--- src/rtl/tlc_pkg.sv ---
// Shared definitions for the traffic light controller slice: light encoding,
// default time-of-day sizing and the peak-window membership rule.
package tlc_pkg;

  typedef enum logic [1:0] {
    GREEN = 2'd0,
    AMBER = 2'd1,
    RED   = 2'd2
  } light_t;

  localparam int DAY_MINUTES_DEF = 1440;
  localparam int MINW            = 11;

  // A window with start > end wraps through midnight; start == end is empty.
  function automatic logic peak_window_hit(input int minute,
                                           input int start_min,
                                           input int end_min);
    if (start_min <= end_min)
      return (minute >= start_min) && (minute < end_min);
    return (minute >= start_min) || (minute < end_min);
  endfunction

endpackage

--- src/rtl/tlc_debounce.sv ---
// Two-flop synchroniser followed by a stability counter; the output only
// follows the synced input after DEBOUNCE_CYCLES consecutive differing cycles.
module tlc_debounce
  import tlc_pkg::*;
#(
  parameter int DEBOUNCE_CYCLES = 4
) (
  input  logic clk,
  input  logic reset,
  input  logic raw,
  output logic debounced
);

  localparam int CW = (DEBOUNCE_CYCLES > 1) ? $clog2(DEBOUNCE_CYCLES) : 1;
  localparam logic [CW-1:0] CNT_LAST = CW'(DEBOUNCE_CYCLES - 1);

  logic          sync1_reg;
  logic          sync2_reg;
  logic          out_reg;
  logic          out_next;
  logic [CW-1:0] cnt_reg;
  logic [CW-1:0] cnt_next;

  // Any cycle where synced and output agree restarts the stability count.
  always_comb begin
    cnt_next = '0;
    out_next = out_reg;
    if (sync2_reg != out_reg) begin
      if (cnt_reg == CNT_LAST)
        out_next = sync2_reg;
      else
        cnt_next = cnt_reg + 1'b1;
    end
  end

  always_ff @(posedge clk) begin
    if (!reset) begin
      sync1_reg <= 1'b0;
      sync2_reg <= 1'b0;
      cnt_reg   <= '0;
      out_reg   <= 1'b0;
    end else begin
      sync1_reg <= raw;
      sync2_reg <= sync1_reg;
      cnt_reg   <= cnt_next;
      out_reg   <= out_next;
    end
  end

  assign debounced = out_reg;

endmodule

--- src/rtl/tlc_input_conditioner.sv ---
// Input stage for the traffic light controller: debounced sensors, minute-of-day
// time base, programmable peak window with override, per-sensor stuck-high flags.
module tlc_input_conditioner
  import tlc_pkg::*;
#(
  parameter int DEBOUNCE_CYCLES = 4,
  parameter int TICKS_PER_MIN   = 60,
  parameter int DAY_MINUTES     = DAY_MINUTES_DEF,
  parameter int PEAK_START_MIN  = 480,
  parameter int PEAK_END_MIN    = 600,
  parameter int STUCK_MIN       = 10,
  parameter int MINW            = tlc_pkg::MINW
) (
  input  logic            clk,
  input  logic            reset,
  input  logic            sensor1_raw,
  input  logic            sensor2_raw,
  input  logic            peak_ovr_en,
  input  logic            peak_ovr_val,
  input  logic            time_load,
  input  logic [MINW-1:0] time_load_min,
  output logic            sensor1,
  output logic            sensor2,
  output logic            peak,
  output logic [MINW-1:0] minute_of_day,
  output logic [1:0]      sensor_fault,
  output logic            load_err
);

  localparam int TW = (TICKS_PER_MIN > 1) ? $clog2(TICKS_PER_MIN) : 1;
  localparam int SW = (STUCK_MIN > 0) ? $clog2(STUCK_MIN + 1) : 1;
  localparam logic [TW-1:0]   TICK_LAST   = TW'(TICKS_PER_MIN - 1);
  localparam logic [MINW-1:0] MINUTE_LAST = MINW'(DAY_MINUTES - 1);
  localparam logic [SW-1:0]   STUCK_SAT   = SW'(STUCK_MIN);

  logic [TW-1:0]   tick_reg;
  logic [TW-1:0]   tick_next;
  logic [MINW-1:0] minute_reg;
  logic [MINW-1:0] minute_next;
  logic            peak_reg;
  logic            peak_next;
  logic            load_err_reg;
  logic            load_ok;
  logic            load_bad;
  logic            minute_step;
  logic [1:0]      raw_vec;
  logic [1:0]      deb_vec;
  logic [1:0]      fault_vec;

  assign raw_vec     = {sensor2_raw, sensor1_raw};
  assign load_ok     = time_load && (time_load_min <= MINUTE_LAST);
  assign load_bad    = time_load && !load_ok;
  // A valid load replaces the rollover, so it never counts toward stuck time.
  assign minute_step = (tick_reg == TICK_LAST) && !load_ok;

  always_comb begin
    tick_next   = tick_reg + 1'b1;
    minute_next = minute_reg;
    if (load_ok) begin
      tick_next   = '0;
      minute_next = time_load_min;
    end else if (tick_reg == TICK_LAST) begin
      tick_next   = '0;
      minute_next = (minute_reg == MINUTE_LAST) ? '0 : minute_reg + 1'b1;
    end
  end

  always_comb begin
    peak_next = peak_window_hit(int'(minute_reg), PEAK_START_MIN, PEAK_END_MIN);
    if (peak_ovr_en)
      peak_next = peak_ovr_val;
  end

  always_ff @(posedge clk) begin
    if (!reset) begin
      tick_reg     <= '0;
      minute_reg   <= '0;
      peak_reg     <= 1'b0;
      load_err_reg <= 1'b0;
    end else begin
      tick_reg     <= tick_next;
      minute_reg   <= minute_next;
      peak_reg     <= peak_next;
      load_err_reg <= load_bad;
    end
  end

  for (genvar gi = 0; gi < 2; gi++) begin : g_sensor
    logic [SW-1:0] stuck_reg;
    logic          fault_reg;

    tlc_debounce #(
      .DEBOUNCE_CYCLES(DEBOUNCE_CYCLES)
    ) u_debounce (
      .clk      (clk),
      .reset    (reset),
      .raw      (raw_vec[gi]),
      .debounced(deb_vec[gi])
    );

    // Counts whole minutes spent high; saturates so the flag stays set.
    always_ff @(posedge clk) begin
      if (!reset || !deb_vec[gi]) begin
        stuck_reg <= '0;
        fault_reg <= 1'b0;
      end else if (minute_step && (stuck_reg != STUCK_SAT)) begin
        stuck_reg <= stuck_reg + 1'b1;
        if ((stuck_reg + 1'b1) == STUCK_SAT)
          fault_reg <= 1'b1;
      end
    end

    assign fault_vec[gi] = fault_reg;
  end

  assign sensor1       = deb_vec[0];
  assign sensor2       = deb_vec[1];
  assign peak          = peak_reg;
  assign minute_of_day = minute_reg;
  assign sensor_fault  = fault_vec;
  assign load_err      = load_err_reg;

endmodule

--- config.mk ---
export PLATFORM = sky130hd
export DESIGN_NAME = tlc_input_conditioner
export DESIGN_NICKNAME = d
export VERILOG_FILES = /design/src/rtl/tlc_pkg.sv /design/src/rtl/tlc_debounce.sv /design/src/rtl/tlc_input_conditioner.sv
export SDC_FILE = /design/constraint.sdc
export NUM_CORES = 1
export LEC_CHECK = 0
export CAP_MARGIN = 20
export CORE_MARGIN = 3
export CORE_UTILIZATION = 30
export CTS_CLUSTER_DIAMETER = 120
export DETAILED_ROUTE_END_ITERATION = 10
export HOLD_SLACK_MARGIN = 0.06
export PLACE_DENSITY = 0.58
export SLEW_MARGIN = 5
export SYNTH_ARGS = -nofsm -noshare
export SYNTH_HDL_FRONTEND = slang
export SYNTH_SLANG_ARGS = --single-unit
--- constraint.sdc ---
create_clock -name clk -period 3.8 [get_ports clk]
set_input_delay 0.76 -clock clk [delete_from_list [all_inputs] [get_ports clk]]
set_output_delay 0.76 -clock clk [all_outputs]
set_load 0.01 [all_outputs]
### Word-level counts from Yosys, hierarchy flattened

Index checks and enable logic that the tools add are counted.
Widths: inputs -> output; s select.

* reduce and logical (&&, ||, !) cells: 20
* bitwise operators: 3
* magnitude comparators: 3
* equality and inequality tests: 10
* mux-type cells: 4
* $add $sub $neg: 6

Operator list (count)
* $mux 11: 3
* $add 11x1->11 const B: 1
* $eq 11x11->1 const B: 1
* $ge 11x9->1 const B: 1
* $le 11x11->1 const B: 1
* $lt 11x10->1 const B: 1
* $reduce_or 3->1: 3
* $add 4x1->4 const B: 2
* $eq 4x4->1 const B: 2
* $ne 4x4->1 const B: 2
* $reduce_and 2->1: 4
* $add 6x1->6 const B: 1
* $eq 6x6->1 const B: 1
* $logic_and 1x1->1: 6
* $add 2x1->2 const B: 2
* $eq 2x2->1 const B: 2
* $logic_not 1->1: 4
* $not 1->1: 3
* $logic_or 1x1->1: 2
* $ne 1x1->1: 2
* $reduce_bool 2->1: 1
* $mux 1: 1

* bits of input ports: 18
* word-level logic and storage cells: 62
* output and inout bits: 17
* register bits: 39

### Logic depth before layout (Yosys ltp)

* word-level depth: 6
* depth in mapped cells: 6
* mapped depth without buffers: 5

### Modules after synthesis

A second synthesis with hierarchy kept.

* cell total of the unflattened synthesis: 233
* area total of the unflattened synthesis: 2057.0 um2

By module, submodules not included
* tlc_input_conditioner: sequential area each 580.6 um2, area each 1714.1 um2, cells an instance 207, instances 1
* tlc_debounce: sequential area each 100.1 um2, area each 171.4 um2, cells an instance 13, instances 2

### Worst setup path before layout

No wires, ideal clock.

* path kind: input -> register
* from: input port time_load_min[6]
* to: register minute_reg[9] (netlist: minute_of_day[9])
* setup slack: 1858 ps
* setup time: 132 ps
* data required time: 3668 ps
* path buffers: 2
* arrival: 1811 ps
* stages: 6
* path through: o211a_1 > o21a_1 > buf_4 > buf_2 > a31oi_1 > o22ai_1

* longest elaborated chain between the ends: 3
* elaborated cells between the ends (all ways): 4
* those cells by class: order compare (1); mux (1); reduce/logical (2)

RTL lines
* from (decl): line tlc_input_conditioner.sv:21 `input logic [MINW-1:0] time_load_min,`
* $le 11x11->1 *: line tlc_input_conditioner.sv:51 `assign load_ok = time_load && (time_load_min <= MINUTE_LAST);`
* $logic_and 1x1->1 *: line tlc_input_conditioner.sv:51
* $mux 11 / $reduce_bool 2->1 (equally long branches)
* to (signal assigned): line tlc_input_conditioner.sv:82 `minute_reg <= minute_next;`
* to (decl): line tlc_input_conditioner.sv:38 `logic [MINW-1:0] minute_reg;`

Mark *: on every way between the ends. The rest lies on a longest branch, timed or not.
A chain may end at the register's enable or synchronous reset.

### Worst setup path after layout

* from: input port time_load_min[6]
* to: register minute_reg[8] (netlist: minute_of_day[8])

The elaborated chain is that of the path after synthesis.

==> results.toml <==
[status]
status = "finished clean"

[worst_hold_path]
hold_path.class = "flip-flop to flip-flop"

[critical_path]
crit_arrival_ns = 2.52
required_ns = 4.02
start_kind = "input port"
worstSetupEndpointType = "flip-flop"
worst-setup-path-type = "input port to flip-flop"
cp_max_fo = 9

[logic_synthesis]
synth_top_area_share_pct = 38.24
synthTopCellsByArea = "dfxtp_1 38%, ha_1 6.7%, xnor2_1 4.3%"
ys_seq_elements = 39
synthArstFlopShare_pct = 0
syn_area_per_cell_um2 = 8.764
synth_edf_count = 0
yosysTopAreaCell = "dfxtp_1"
synth_cell_type_count = 43
syn_nets = 262
synth-seq-area-share_pct = 38.24
synth_ff_type = "dfxtp_1"
synth-warning-count = 0
synthCells = 233
synth.cell_area_um2 = 2042

[power]
clockPowerShare_pct = 40.2
p_seq_share_pct = 49.0
p_int_uw = 689.0
combPwrFrac_pct = 10.8
ir_drop_v = 0.0001334
sw_frac_of_total_pct = 23.00
power_switching_uw = 205.8
total_power_uw = 894.9
powerDensity_nw_per_um2 = 351.1
p_leak_nw = 0.9191

[floorplan]
num_io_pins = 35
die-area_um2 = 7832
fp.dieH_um = 88.50
core_area_um2 = 6459
initial_core_util_pct = 31.62
die_w_um = 88.50
rows = 29

[sta]
min_period_over_period_pct = 60.63
max_slew_margin_pct = 48.14
fin_setup_tns_ns = 0
worstMarginPinSlew_ns = 0.7750
whs_ns = 0.4290
hold_violations = 0
fin_worst_skew_ns = 0.01060
fmax_mhz = 434.1
grt_setup_unrepaired = "false"
setup_viol = 0
min_period_ns = 2.304
report.final.slew_viol_count = 0

[grt]
grt_max_degree = 17
grt.total_usage_pct = 12.38
grt_first_pass_wirelength_um = 7493
met1_usage_pct = 17.26
grt.overflow.total = 0
met3_usage_pct = 3.445
antenna_found_initial = 0
grt_pass1_vias = 1535
busiest_layer = "met2"
grt.met2_usage_pct = 18.63

[clocking]
cts_setup_buffers = 0
path_clk_slew_ns = 0.08
cts_resized = 0
clk_path_buf_depth = 2
htreeDepth = 2
cts_tree = "built"
cts_hold_buf = 0
insertion_delay_ns = 0.29
cts_sinks = 39
cts_made_buffers = 5
cts-root-buf = "clkbuf_8"

[route]
viasPerCell = 5.064
drc = 0
vias = 1737
ant_nets = 0
drt_iter0_markers = 108
routed_wl_um = 4534
wl_per_cell_um = 13.22
drt_pre_antenna_iters = 4

[finish]
fillers = 656
largest_register_ffs = 11
final_cells = 343
finalNetCount = 294
final_cell_mix = "39 x dfxtp_1, 34 x clkdlybuf4s50_1, 19 x inv_1"
multi_input_area_um2 = 1127
areaGrowthSynthToFinish_pct = 24.82
seq_area_um2 = 780.7
antenna_cells = 0
final_common_cell = "dfxtp_1"
layout-drive-gt1-share_pct = 7.519

[placed_design]
gp_congestion = 0.8064
dp.cells = 335
portBuffers = 34
dp_hpwl_um = 3369

[run]
drv_cap = 0
cells in the mapped netlist (3+ instances only):
| cell type | count |
|---|---|
| a21oi_1 | 9 |
| a31oi_1 | 5 |
| and2_1 | 5 |
| buf_4 | 3 |
| clkbuf_1 | 5 |
| dfxtp_1 | 39 |
| ha_1 | 11 |
| inv_1 | 19 |
| mux2_2 | 7 |
| mux2i_1 | 3 |
| nand2_1 | 11 |
| nand3_1 | 16 |
| nand4_1 | 9 |
| nor2_1 | 18 |
| nor3_1 | 3 |
| nor4b_1 | 3 |
| o21ai_0 | 9 |
| o22ai_1 | 8 |
| o31ai_1 | 5 |
| xnor2_1 | 10 |
| xor2_1 | 6 |
area by class of cell:
class / instances / area share [%]
multi-input combinational: 164 / 44.23
sequential: 39 / 30.63
timing repair buffer: 36 / 13.94
tap: 77 / 3.780
clock buffer: 6 / 3.240
inverter: 19 / 2.798
clock inverter: 2 / 1.375
power by group through the flow:
stage          Combinational, mW  Sequential (mW)  Clock (mW)
2_1_floorplan             0.0494            0.447           0
3_3_place_gp              0.0970            0.449           0
3_5_place_dp              0.0974            0.448           0
4_1_cts                   0.0981            0.438       0.374
5_1_grt                    0.108            0.441       0.386
6_report                  0.0963            0.439       0.360
worst max-delay path: stages:
cell	delay, ns
clkdlybuf4s50_1	0.48
o211a_1	0.22
o21a_1	0.34
nand4_1	0.43
o22ai_1	0.29
metal layers:
metal | vias to the layer above | wire, µm | part of all wire (%)
met2 | 33 | 2069 | 46
met1 | 805 | 2225 | 49
li1 | 895 | - | -
met4 | 0 | 44 | 0.97
met3 | 4 | 194 | 4.3
met5 | - | 0 | 0
cells by family (layout without fill, tap and decap cells):
logic type | Yosys count | count (layout) | synth area share [%]
adder cells (fa/ha/maj) | 11 | 11 | 6.740
multiplexers | 10 | 10 | 5.331
buffers and inverters | 30 | 63 | 6.556
flip-flops | 39 | 39 | 38.24
AO/OA/AOI/OAI | 49 | 49 | 15.44
AND/OR/NAND/NOR | 78 | 78 | 20.83
XOR/XNOR | 16 | 16 | 6.863
final timing paths:
kind	start	end	slack [ns]	depth (start not counted)
worst max-delay path	time_load_min[6]	minute_of_day[8]	1.50	5
worst min-delay path	g_sensor[0].u_debounce.sync1_reg	g_sensor[0].u_debounce.sync2_reg	0.43	1
worst max register to register	tick_reg[0]	minute_of_day[8]	1.52	5
worst min register to register	g_sensor[0].u_debounce.sync1_reg	g_sensor[0].u_debounce.sync2_reg	0.43	1
through the flow:
step	instance area, µm²	setup WS [ns]	util, %
6_report	2549	1.496	39.46
3_5_place_dp	2431	1.174	37.64
3_3_place_gp	2431	1.211	37.64
2_1_floorplan	2042	1.858	-
4_1_cts	2549	1.489	39.46
5_1_grt	2549	1.236	39.46
Note: power is estimated with default switching activity, not from simulation.
